**src/rtl/data_mem_ctrl.sv**
```systemverilog
// Data-memory access controller: turns load/store requests from the core into
// a stalled request/acknowledge transaction on the external memory bus.
module data_mem_ctrl #(
   parameter int unsigned TIMEOUT = 64
) (
   input  logic        clk,
   input  logic        reset,
   input  logic        mem_write,
   input  logic        mem_read,
   input  logic [31:0] alu_res,
   input  logic [31:0] write_data,
   output logic [31:0] read_data,
   output logic        stall,
   output logic        bus_req,
   output logic        bus_we,
   output logic [31:0] bus_addr,
   output logic [31:0] bus_wdata,
   input  logic        bus_ack,
   input  logic [31:0] bus_rdata,
   output logic        fault,
   output logic [1:0]  fault_code,
   output logic [1:0]  dbg_state
);

   localparam int CW = $clog2(TIMEOUT + 1);

   typedef enum logic [1:0] {
      IDLE = 2'd0,
      BUSY = 2'd1,
      DONE = 2'd2
   } state_e;

   state_e        state_q, state_d;
   logic [CW-1:0] cnt_q, cnt_d;
   logic [31:0]   read_data_q, read_data_d;
   logic [31:0]   bus_addr_q, bus_addr_d;
   logic [31:0]   bus_wdata_q, bus_wdata_d;
   logic          bus_we_q, bus_we_d;
   logic          fault_q, fault_d;
   logic [1:0]    fault_code_q, fault_code_d;
   logic          stall_c, req_c;
   logic [31:0]   read_data_c;
   logic          access, aligned;

   assign access  = mem_write | mem_read;
   assign aligned = (alu_res[1:0] == 2'b00);

   always_comb begin
      state_d      = state_q;
      cnt_d        = cnt_q;
      read_data_d  = read_data_q;
      bus_addr_d   = bus_addr_q;
      bus_wdata_d  = bus_wdata_q;
      bus_we_d     = bus_we_q;
      fault_d      = fault_q;
      fault_code_d = fault_code_q;
      stall_c      = 1'b0;
      req_c        = 1'b0;
      read_data_c  = read_data_q;
      case (state_q)
         IDLE: begin
            if (access) begin
               if (aligned) begin
                  bus_addr_d  = {alu_res[31:2], 2'b00};
                  bus_wdata_d = write_data;
                  bus_we_d    = mem_write;
                  cnt_d       = '0;
                  stall_c     = 1'b1;
                  state_d     = BUSY;
               end else begin
                  // Misaligned accesses never reach the bus; the load result reads as zero.
                  read_data_c = '0;
                  read_data_d = '0;
                  fault_d     = 1'b1;
                  if (fault_code_q == 2'b00) fault_code_d = 2'b01;
               end
            end
         end
         BUSY: begin
            req_c   = 1'b1;
            stall_c = 1'b1;
            if (bus_ack) begin
               if (!bus_we_q) read_data_d = bus_rdata;
               state_d = DONE;
            end else if (cnt_q == CW'(TIMEOUT - 1)) begin
               read_data_d = '0;
               fault_d     = 1'b1;
               if (fault_code_q == 2'b00) fault_code_d = 2'b10;
               state_d     = DONE;
            end else begin
               cnt_d = cnt_q + CW'(1);
            end
         end
         DONE:    state_d = IDLE;
         default: state_d = IDLE;
      endcase
   end

   always_ff @(posedge clk or negedge reset) begin
      if (!reset) begin
         state_q      <= IDLE;
         cnt_q        <= '0;
         read_data_q  <= '0;
         bus_addr_q   <= '0;
         bus_wdata_q  <= '0;
         bus_we_q     <= 1'b0;
         fault_q      <= 1'b0;
         fault_code_q <= 2'b00;
      end else begin
         state_q      <= state_d;
         cnt_q        <= cnt_d;
         read_data_q  <= read_data_d;
         bus_addr_q   <= bus_addr_d;
         bus_wdata_q  <= bus_wdata_d;
         bus_we_q     <= bus_we_d;
         fault_q      <= fault_d;
         fault_code_q <= fault_code_d;
      end
   end

   // Gating with reset keeps stall low while reset is held even if requests are present.
   assign stall      = reset & stall_c;
   assign bus_req    = req_c;
   assign read_data  = read_data_c;
   assign bus_addr   = bus_addr_q;
   assign bus_wdata  = bus_wdata_q;
   assign bus_we     = bus_we_q;
   assign fault      = fault_q;
   assign fault_code = fault_code_q;
   assign dbg_state  = state_q;

endmodule

```
**config.mk**
```make
export PLATFORM = sky130hd
export DESIGN_NAME = data_mem_ctrl
export DESIGN_NICKNAME = d
export VERILOG_FILES = /design/src/rtl/data_mem_ctrl.sv
export SDC_FILE = /design/constraint.sdc
export NUM_CORES = 1
export LEC_CHECK = 0
export BUFFER_PORTS_ARGS = -buffer_cell sky130_fd_sc_hd__buf_2
export CELL_PAD_IN_SITES_DETAIL_PLACEMENT = 1
export CELL_PAD_IN_SITES_GLOBAL_PLACEMENT = 2
export CORE_MARGIN = 1.5
export CORE_UTILIZATION = 27
export CTS_CLUSTER_SIZE = 16
export DETAILED_ROUTE_END_ITERATION = 7
export PLACE_DENSITY = 0.88
export SYNTH_ARGS = -nofsm -noshare
export SYNTH_HDL_FRONTEND = slang
export SYNTH_SLANG_ARGS = --single-unit
export TNS_END_PERCENT = 5
```
**constraint.sdc**
```tcl
create_clock -name clk -period 1.95 [get_ports clk]
set_input_delay 0.195 -clock clk [delete_from_list [all_inputs] [get_ports clk]]
set_output_delay 0.195 -clock clk [all_outputs]
set_load 0.01 [all_outputs]
```
* Word-level counts from Yosys, hierarchy flattened
Cells that the tools add are included. W data, S select, Z words.
Storage, ports and cells: bits in registers 107, bits of input ports 101, output and inout port bits 104
Cells by class: add/subtract/negate cells 1, equality and inequality tests 12, mux-type cells 33, bitwise logic cells 2, reduce and logical (&&, ||, !) cells 10
Operator list (count):
- $mux W32 | 6
- $pmux W32 S2 | 1
- $mux W7 | 4
- $mux W2 | 10
- $ne A2 B2 Y1 const B | 8
- $pmux W7 S2 | 1
- $reduce_and A5 Y1 | 2
- $reduce_and A3 Y1 | 3
- $pmux W2 S2 | 2
- $add A7 B1 Y7 const B | 1
- $eq A7 B6 Y1 const B | 1
- $mux W1 | 7
- $reduce_and A7 Y1 | 1
- $logic_not A2 Y1 | 3
- $ne A3 B3 Y1 const B | 2
- $pmux W1 S2 | 2
- $eq A2 B1 Y1 const B | 1
- $reduce_bool A2 Y1 | 1
- $and A1 B1 Y1 | 1
- $or A1 B1 Y1 | 1

* Depth between registers and ports, before layout
Gate-level depths: netlist of run 1.
depth after elaboration 5, gate-level depth with buffers 6, depth with buffers taken out 5

* Worst setup path after synthesis of run 1
No wires, ideal clock.
kind register to output, start point register state_q[0], in the netlist dbg_state[0], end point output port read_data[23], arrival time 1316 ps, data required time 1755 ps, slack 439 ps, cell stages (with the launch flop) 4, cell sequence dfrtp_1 > or3_1 > clkbuf_1 > and2_1
On the way: cells in the longest elaborated chain, start to end 2
Ends and longest elaborated chain:
- start: declaration | RTL line 33 | state_e state_q, state_d;
- start signal: assignment | RTL line 110 | state_q <= state_d;
- $logic_not A2 Y1 | RTL line 60 | case (state_q)
- $mux W32 | RTL line 60
- end: declaration | RTL line 12 | output logic [31:0] read_data,
No other way between the ends.

* Worst setup path after layout of run 1
start point register state_q[0], in the netlist dbg_state[0], end point output port read_data[6]
The elaborated chain is that of the path after synthesis.

==> metrics.md, run 1 <==
| Metric | Value |
|---|---|
| Status | finished clean |
| Fraction of layout cells with a size suffix above 1 | between 30 and 40% |
| Minimum clock period after layout | 1870 ps |
| Startpoint types | flop |
| Die width | 131 um |
| Dominant synthesized flop cell | dfrtp_1 |
| Psw | 0.00194 W |
| First-pass GRT wire length | between 20000 and 25000 um |
| RSZ-0062 raised after global routing | no |
| Number of global-route vias before repair | 4170 |
| Synth area leader | dfrtp_1 |
| Layout area overhead | 35.3% |
| Power density cells | 1020 nW/um^2 |
| Reg2reg setup slack | roughly 170 ps |
| Largest net degree at the start of global routing | 60 |
| Period utilization | 95.8% |
| Hold Crit Class | in2reg |
| H-tree depth | 3 |
| CTS Root Cell | clkbuf_16 |
| Worst hold start | write_data[13] |
| WL/cell | 15.0 um |
| Worst slew margin | 48.3% |
| Worst path cell trace | or3_4 -> buf_12 -> and2_1 -> buf_2 |
| DR iter-0 viols | ~130 |
| Setup TNS | 0 ps |
| Max stage delay on crit path | 430 ps |
| Setup crit start | dbg_state[0] |
| Row Count | 46 |
| Flop pwr share | roughly 47% |
| CP Capture Type | output port |
| Synthesized instance count | 443 |
| Worst path required time | 1750 ps |
| # clock sinks | 107 |
| CP Class | reg2out |
| Peak supply drop | about 0.4 mV |
| Fmax | 536 MHz |
| Slew Viols, Final | 0 |
| CTS tree | built |
| Yosys warnings | 0 |
| Hpwl dp | roughly 9600 um |
| Synthesized area per cell | 10.0 sq um |
| Final worst slack | between 80 and 90 ps |
| GP Congestion | 0.755 |
| Initial antenna violation count | 1 |
| Nets | 745 |
| CP arrival | between 1500 and 2000 ps |
| Ys async rst share | 100% |
| Slew @ Worst Pin | slightly below 800 ps |
| Post-synth EDFFs | 0 |
| Net Sw Frac | 31.8% |
| Routed vias/inst | 4.45 |
| Top cells by area, synth | dfrtp_1 (60%), nand2_1 (16%), a22o_1 (6.1%) |
| Register area | about 2700 sq um |
| Core Area | 15900 sq um |
| Post-Syn Area | between 4000 and 5000 sq um |
| Die height | 131 um |
| Clk_lat worst skew | 350 ps |
| Final setup fails | 0 |
| Fillers | roughly 1900 |
| Gr ovfl total | 0 |
| Area fraction of the dominant cell type after synthesis | 60.5% |
| Multi-input gate area | 1590 sq um |
| Vias | 3851 |
| Drt drc | 0 |
| Routed WL | about 13000 um |
| TritonCTS buffer count | 9 |
| First-pass DRT Iterations | 4 |
| # IOs | 205 |
| Clock power frac | 28.9% |
| Post-place setup slack | 205 ps |
| Crit Path Max Fanout | 32 |
| Starting density of the core | 27.8% |
| Post-route clock skew | 5.39 ps |
| Cell variety after synth | 39 |
| Leakage | around 3.3 nW |
| Max-Cap Viols | 0 |
| Post-synthesis sequential area ratio | between 60 and 70% |
| Final antenna-violating net count | 0 |
| Tot GR Track Use | 15.5% |
| Clock transition at the registers of the reported paths | 70 ps |
| Crit path max-delay cell type | or3_4 |
| Final Hold Vio Count | 0 |
| Reg2reg start | dbg_state[0] |
| Number of synthesized register bits | 107 |
| Die ar. | 17200 sq um |
| Worst path top cell family by delay | simple AND/OR/NAND/NOR gates |
| Max Buffers Root-to-Sink | 2 |
| WP buf/inv | 2 |
| Number of port buffers | 202 |
| Int Pwr | 0.00416 W |
| Comb pwr share | 23.7% |
## path summary, 6_finish.rpt
path	endpoint	depth (start not counted)
setup / recovery	read_data[6]	4
hold / removal	bus_wdata[13]	3
setup reg to reg	bus_addr[7]	6
hold reg to reg	bus_wdata[6]	2
max in group asynchronous	bus_addr[3]	3
min in group asynchronous	read_data_q[21]	3
## metrics by stage
stage / cell area [sq um] / hold slack, ps / power, W / utilization (%) / std cells
floorplan: 4430 / -101 / 0.00366 / - / 444
global placement: 5670 / 368 / 0.00433 / 35.6 / 845
detailed placement: 5670 / 381 / 0.00441 / 35.6 / 845
CTS: 5980 / 12.2 / 0.00624 / 37.5 / 863
global route: 5990 / 12.9 / 0.00654 / 37.6 / 865
finish: 5990 / 30.8 / 0.00610 / 37.6 / 865
## cell usage after synthesis, drive strengths merged (2+ instances only)
cell type / instances
nand2: 191
dfrtp: 107
a22o: 33
and2: 32
buf: 19
nand3: 8
clkbuf: 7
o21ai: 6
nor2: 5
a21oi: 4
nand2b: 4
nor3: 4
inv: 3
nor3b: 2
o21bai: 2
## flip-flops by register name, indices dropped and copies added (netlist names)
signal,count
bus_wdata,32
fault,1
dbg_state,2
read_data_q,32
bus_addr,30
cnt_q,7
fault_code,2
bus_we,1
## area by class of cell
class | instances | area share [%]
inverter | 3 | 0.188
clock buffer | 10 | 3.99
multi-input combinational | 308 | 26.5
antenna | 1 | 0.0418
tap | 216 | 4.51
sequential | 107 | 44.7
clock inverter | 6 | 0.772
timing repair buffer | 214 | 19.3
## metal layers
layer | GRT usage, % | wire length, um | vias to the layer above
met2 | 27.1 | 6570 | 130
met1 | 18.3 | 5320 | 1883
met5 | 0 | 0 | -
met4 | 4.07 | 113 | 0
met3 | 5.19 | 1020 | 9
li1 | - | - | 1829
## logic make-up after synthesis
family	count (synthesis)	share of synthesized area (%)
flops	107	60.5
mux	1	0.226
fa+ha+maj	1	0.282
compound gates	51	9.35
other cells	1	0.0847
simple gates	253	25.3
buf+inv	29	4.27
## cells in the final DEF, fill, tap and decap left out, types with 2 or more instances in the layout
cell type   instances
nand2_1           191
a22o_1             31
clkbuf_16           9
nor3_1              3
o21ai_2             2
conb_1              2
o21ai_1             3
inv_6               2
buf_4               8
buf_12              4
buf_2             201
o21bai_1            2
clkinvlp_4          2
a22o_2              2
dfrtp_1           106
and2_1             32
nand2b_1            3
inv_1               2
a21oi_1             4
nor2_1              4
nand3_1             8
## repair_timing
action / CTS / global route
setup buffers: 1 / 1
pin swaps: 0 / 0
hold endpoints to repair: 22 / 0
gates resized for setup: 2 / 0
setup endpoints to repair: 32 / 1
hold buffers: 1 / 0
## worst register-to-register path, delay by kind of cell (launching register included)
kind	cells	cell delay, ps
simple gates	3	520
flops	1	410
buf+inv	2	450
compound gates	1	300
## power by group through the flow
stage	Sequential [W]	Clock, W	Combinational, W
3_5_place_dp	0.00294	0	0.00147
3_3_place_gp	0.00292	0	0.00141
2_1_floorplan	0.00306	0	0.000603
5_1_grt	0.00295	0.00195	0.00164
4_1_cts	0.00290	0.00186	0.00149
6_report	0.00289	0.00176	0.00145
Note: power is estimated with default switching activity, not from simulation.
==> run 2: changes to the inputs <==
- PLACE_DENSITY: 0.88 -> 0.77
==> metrics.md, run 2 (synthesized netlist as in run 1, its figures left out) <==
| Metric | Value |
|---|---|
| Slew Viols, Final | 0 |
| Final antenna-violating net count | 0 |
| CP arrival | about 1700 ps |
| Hold Crit Class | in2reg |
| Hold path depth | 3 |
| Crit path max-delay cell type | dfrtp_2 |
| Status | finished clean |
| # clock sinks | around 110 |
| Largest net degree at the start of global routing | 108 |
| Max stage delay on crit path | 430 ps |
| H-tree depth | 3 |
| CP Capture Type | output port |
| Worst path cell trace | or3_1 -> buf_6 -> and2_1 -> buf_2 |
| Number of global-route vias before repair | 4071 |
| Vias | 3816 |
| Tot GR Track Use | 15.1% |
| First-pass DRT Iterations | 4 |
| DR iter-0 viols | 109 |
| Fillers | 1915 |
| Starting density of the core | about 28% |
| Core Area | between 15000 and 20000 sq um |
| Fraction of layout cells with a size suffix above 1 | 37.9% |
| Routed WL | ~13000 um |
| Worst path required time | 1750 ps |
| R2R cell count | 6 |
| Period utilization | around 95% |
| Final setup fails | 0 |
| Routed vias/inst | 4.41 |
| Placed cells | 844 |
| Commonest non-fill, non-tap cell in the layout | buf_2 |
| Layout area overhead | 35.8% |
| Met1 WL | 5430 um |
| GP Congestion | 0.710 |
| Fmax | 541 MHz |
| Die ar. | roughly 17000 sq um |
| TritonCTS buffer count | 9 |
| Clk_lat worst skew | 350 ps |
| Max Buffers Root-to-Sink | 2 |
| Worst slew margin | 45.5% |
| Diodes inserted | 0 |
| Reg2reg start | dbg_state[0] |
| Hpwl dp | 8980 um |
| Drt drc | 0 |
| Die width | 131 um |
| Setup TNS | 0 ps |
| Power density cells | 1030 nW/um^2 |
| Reg2reg setup slack | 200 ps |
| Crit. path cell count | 4 |
| CP Class | reg2out |
| RSZ-0062 raised after global routing | no |
| Slew @ Worst Pin | 814 ps |
| Leakage | 3.36 nW |
| Fin cells | 865 |
| Commonest non-fill, non-tap cells in the layout | buf_2 (201), nand2_1 (191), dfrtp_1 (105) |
| Row Count | 46 |
| Met3 WL | 956 um |
| Nets | around 750 |
| Clock transition at the registers of the reported paths | 80 ps |
| Startpoint types | flop |
| Initial antenna violation count | 0 |
| CTS Root Cell | clkbuf_16 |
| CTS tree | built |
| Post-route clock skew | 6.48 ps |
| Worst hold start | alu_res[15] |
| Top Metal Used | met4 |
| Max-Cap Viols | 0 |
| Gr ovfl total | 0 |
| WL/cell | 14.6 um |
| Final Hold Vio Count | 0 |
| WP buf/inv | 2 |
| # IOs | roughly 210 |
| Worst path top cell family by delay | simple AND/OR/NAND/NOR gates |
| First-pass GRT wire length | approximately 20000 um |
| Crit Path Max Fanout | 34 |
| Peak supply drop | 0.388 mV |
| FF-to-FF End | bus_addr[22] |
| Hold Path End | bus_addr[15] |
| Met2 WL post-DR | 6070 um |
| Minimum clock period after layout | 1850 ps |
| Number of port buffers | 202 |
| Die height | 131 um |
==> run 2: power breakdown <==
| part | switching [W] | internal (W) | total, W |
|---|---|---|---|
| Combinational | 0.000830 | 0.000611 | 0.00144 |
| Sequential | 0.000254 | 0.00263 | 0.00289 |
| Clock | 0.000870 | 0.00101 | 0.00188 |
| Total | 0.00195 | 0.00425 | 0.00621 |
==> run 2: tightest hold or removal path, delay by kind of cell <==
kind          cells  cell delay (ps)
simple gates      2               80
buf+inv           1               70
==> run 2: layout make-up <==
type                    instances  area (sq um)  share of cell area, %
flip-flops and latches        107          2680                   44.6
clock inverters                 7          75.1                   1.25
clock buffers                   9           225                   3.75
multi-input cells             308          1580                   26.3
well taps                     216           270                   4.49
inverters                       3          11.3                  0.187
repair buffers                215          1170                   19.4
==> run 2: worst max path at each step <==
stage | start | to | slack (ps)
floorplan | dbg_state[0] | read_data[23] | 440
global placement | dbg_state[0] | bus_addr[26] | 280
detailed placement | dbg_state[0] | bus_addr[27] | 200
CTS | dbg_state[1] | read_data[25] | 10
global route | dbg_state[1] | read_data[23] | 30
finish | dbg_state[1] | read_data[25] | 100
==> run 2: timing repair <==
| action | 4_1_cts | 5_1_grt |
|---|---|---|
| buffers inserted | 1 | 3 |
| hold buffers | 1 | 0 |
| hold endpoints to repair | 107 | 0 |
| gates resized for setup | 3 | 0 |
| setup endpoints to repair | 32 | 32 |
==> run 2: stage by stage <==
step	hold slack, ps	util [%]	instance area, sq um	worst slack [ps]	total power, W
after floorplan	-101	-	4430	439	0.00366
after global placement	349	35.5	5670	281	0.00432
after detailed placement	364	35.5	5670	204	0.00439
after CTS	17.1	37.6	5990	13.4	0.00634
after global routing	31.9	37.7	6010	29.8	0.00663
final	29.5	37.7	6010	101	0.00621
==> run 2: routing by layer <==
layer	GRT usage [%]	vias to the layer above
li1	-	1840
met1	19.0	1840
met2	25.2	125
met3	4.10	11
met4	5.24	0
met5	0	-
==> run 3: changes to the inputs <==
- ABC_AREA: unset -> 1
- CORE_UTILIZATION: 27 -> 26
==> metrics.md, run 3 <==
| Metric | Value |
|---|---|
| # IOs | 205 |
| DR iter-0 viols | 156 |
| Final Hold Vio Count | 0 |
| Post-synth EDFFs | 0 |
| Setup Fix Bufs, Post-CTS | 0 |
| Post-route clock skew | ~9.8 ps |
| Worst path required time | roughly 1800 ps |
| Fin util | 35.6% |
| Routed WL | 12900 um |
| Largest net degree at the start of global routing | 125 |
| WL/cell | 13.1 um |
| Simple-gate share of the synthesized area | 22.2% |
| Top cells by area, synth | dfrtp_1 (57%), nand2_1 (16%), inv_1 (8.1%) |
| Hold Crit Class | in2reg |
| Fillers | 2190 |
| Cell variety after synth | 30 |
| Worst slew margin | a little under three fifths |
| CP arrival | ~1600 ps |
| Clk_lat worst skew | 350 ps |
| Commonest non-fill, non-tap cells in the layout | nand2_1 (204), buf_2 (201), dfrtp_1 (107) |
| Die width | 137 um |
| Number of global-route vias before repair | 4217 |
| # clock sinks | 107 |
| RSZ-0062 raised after global routing | no |
| Power density cells | around 1100 nW/um^2 |
| First-pass GRT wire length | 20600 um |
| Post-place setup slack | 326 ps |
| TritonCTS buffer count | 9 |
| Multi-input gate area | 1440 sq um |
| Ys async rst share | 100% |
| Diodes inserted | 0 |
| Register area | ~2700 sq um |
| CP Capture Type | output port |
| Synth Area in Adders | 0.266% |
| Starting density of the core | 26.9% |
| Drt drc | 0 |
| Number of synthesized register bits | 107 |
| Hold Slack | around 45 ps |
| Main combinational cell family by area after synthesis | simple AND/OR/NAND/NOR gates |
| Vias | 4117 |
| Post-synthesis sequential area ratio | a little under three fifths |
| Hpwl dp | roughly 9500 um |
| Fraction of layout cells with a size suffix above 1 | 31.8% |
| Max Buffers Root-to-Sink | 2 |
| CTS tree | built |
| Commonest cells post-synth | nand2_1 (204), dfrtp_1 (107), inv_1 (102), o21ai_0 (49), o21ai_1 (15) |
| H-tree depth | 3 |
| Die ar. | between 15000 and 20000 sq um |
| Row Count | between 40 and 50 |
| First-pass DRT Iterations | 4 |
| Status | finished clean |
| CP Class | reg2out |
| Final antenna-violating net count | 0 |
| Slew @ Worst Pin | 650 ps |
| Yosys warnings | 0 |
| Synth Area in XOR/XNOR | 0.186% |
| Synthesized area per cell | approximately 8.4 sq um |
| Area fraction of the dominant cell type after synthesis | 57.0% |
| Routed vias/inst | 4.18 |
| Dominant synthesized flop cell | dfrtp_1 |
| Layout area overhead | 32.4% |
| Die height | 137 um |
| Placed cells | between 900 and 1000 |
| Synthesized instance count | 559 |
| CTS Root Cell | clkbuf_16 |
| Commonest non-fill, non-tap cell in the layout | nand2_1 |
| Clock transition at the registers of the reported paths | 80 ps |
| Initial antenna violation count | 0 |
| Max-Cap Viols | 0 |
| Mux share of post-synthesis cell area | 0% |
| Synth area leader | dfrtp_1 |
| Fin cells | around 990 |
| Period utilization | 93.8% |
| Nets | 857 |
| Final setup fails | 0 |
| Setup TNS | 0 ps |
| Fmax | 547 MHz |
| Gr ovfl total | 0 |
| Slew Viols, Final | 0 |
| Top-count cell post-synth | nand2_1 |
| Startpoint types | flop |
| Leakage | 3.86 nW |
| GP Congestion | ~0.75 |
| Number of port buffers | 202 |
| Final worst slack | around 120 ps |
| Core Area | ~17000 sq um |
| Compound-Gate Fraction of Synth Area | 7.67% |
| Post-Syn Area | about 4700 sq um |
| Minimum clock period after layout | 1830 ps |
| Crit Path Max Fanout | 32 |
| Tot GR Track Use | 13.9% |
| Peak supply drop | 0.530 mV |
## run 3: changes by cell type after synthesis, sizes merged, moves of 2 or more
cell / before / now
nor2: 5 / 15
a22o: 33 / 0
nand2: 191 / 215
nand2b: 4 / 0
o21ai: 6 / 64
inv: 3 / 104
nor3: 4 / 1
a21boi: 0 / 2
and2: 32 / 0
nand3: 8 / 13
a21oi: 4 / 2
## run 3: worst paths after layout
check,from,end,slack (ps),cells after the start
min in group asynchronous,reset,read_data_q[7],440,3
worst max register to register,cnt_q[0],read_data_q[25],330,9
max in group asynchronous,reset,bus_addr[30],920,3
worst min-delay path,bus_rdata[27],read_data_q[27],40,3
worst min register to register,read_data_q[22],read_data_q[22],470,2
worst max-delay path,dbg_state[1],read_data[7],120,6
## run 3: cell families (layout without fill, tap and decap cells)
group / after synthesis / in the layout
AOI/OAI and AO/OA: 70 / 70
and+or+nand+nor: 249 / 249
DFF: 107 / 107
xor gates and xnor gates: 1 / 1
adders and majority gates: 1 / 1
other: 1 / 2
buffers and inverters: 130 / 330
## run 3: worst max-delay path, cell delays in order (launching register included)
cell	delay (ps)
dfrtp_1	510
nor2_4	200
nand2_1	120
buf_12	180
nand2_1	80
inv_1	50
buf_2	130
## run 3: per-layer routing
metal	part of all wire [%]	GRT usage, %	vias to the layer above
met4	1.8	5.44	0
met3	11	5.33	14
met2	43	21.1	159
li1	-	-	2048
met1	45	17.7	1896
met5	0	0	-
## run 3: repair_timing
action                     CTS  global route
setup endpoints to repair    0            32
hold buffers                 1             0
resized for setup            0             1
hold endpoints to repair    58             0
## run 3: report_power, final
group	leakage, nW	switching (W)	internal (W)
registers	1.37	0.000291	0.00271
clock network	0.146	0.000815	0.00107
logic	2.34	0.00102	0.000693
## run 3: area by class of cell
class	count	area share [%]
Multi-Input combinational cell	323	23.1
Clock buffer	13	4.18
Sequential cell	107	43.0
Clock inverter	3	0.744
Timing Repair Buffer	210	18.1
Tap cell	225	4.52
Inverter	104	6.31
## run 3: metrics by stage
| stage | total power [W] | area [sq um] |
|---|---|---|
| 3_5_place_dp | 0.00479 | 5900 |
| 2_1_floorplan | 0.00393 | 4700 |
| 5_1_grt | 0.00707 | 6220 |
| 3_3_place_gp | 0.00473 | 5900 |
| 6_report | 0.00660 | 6220 |
| 4_1_cts | 0.00674 | 6220 |
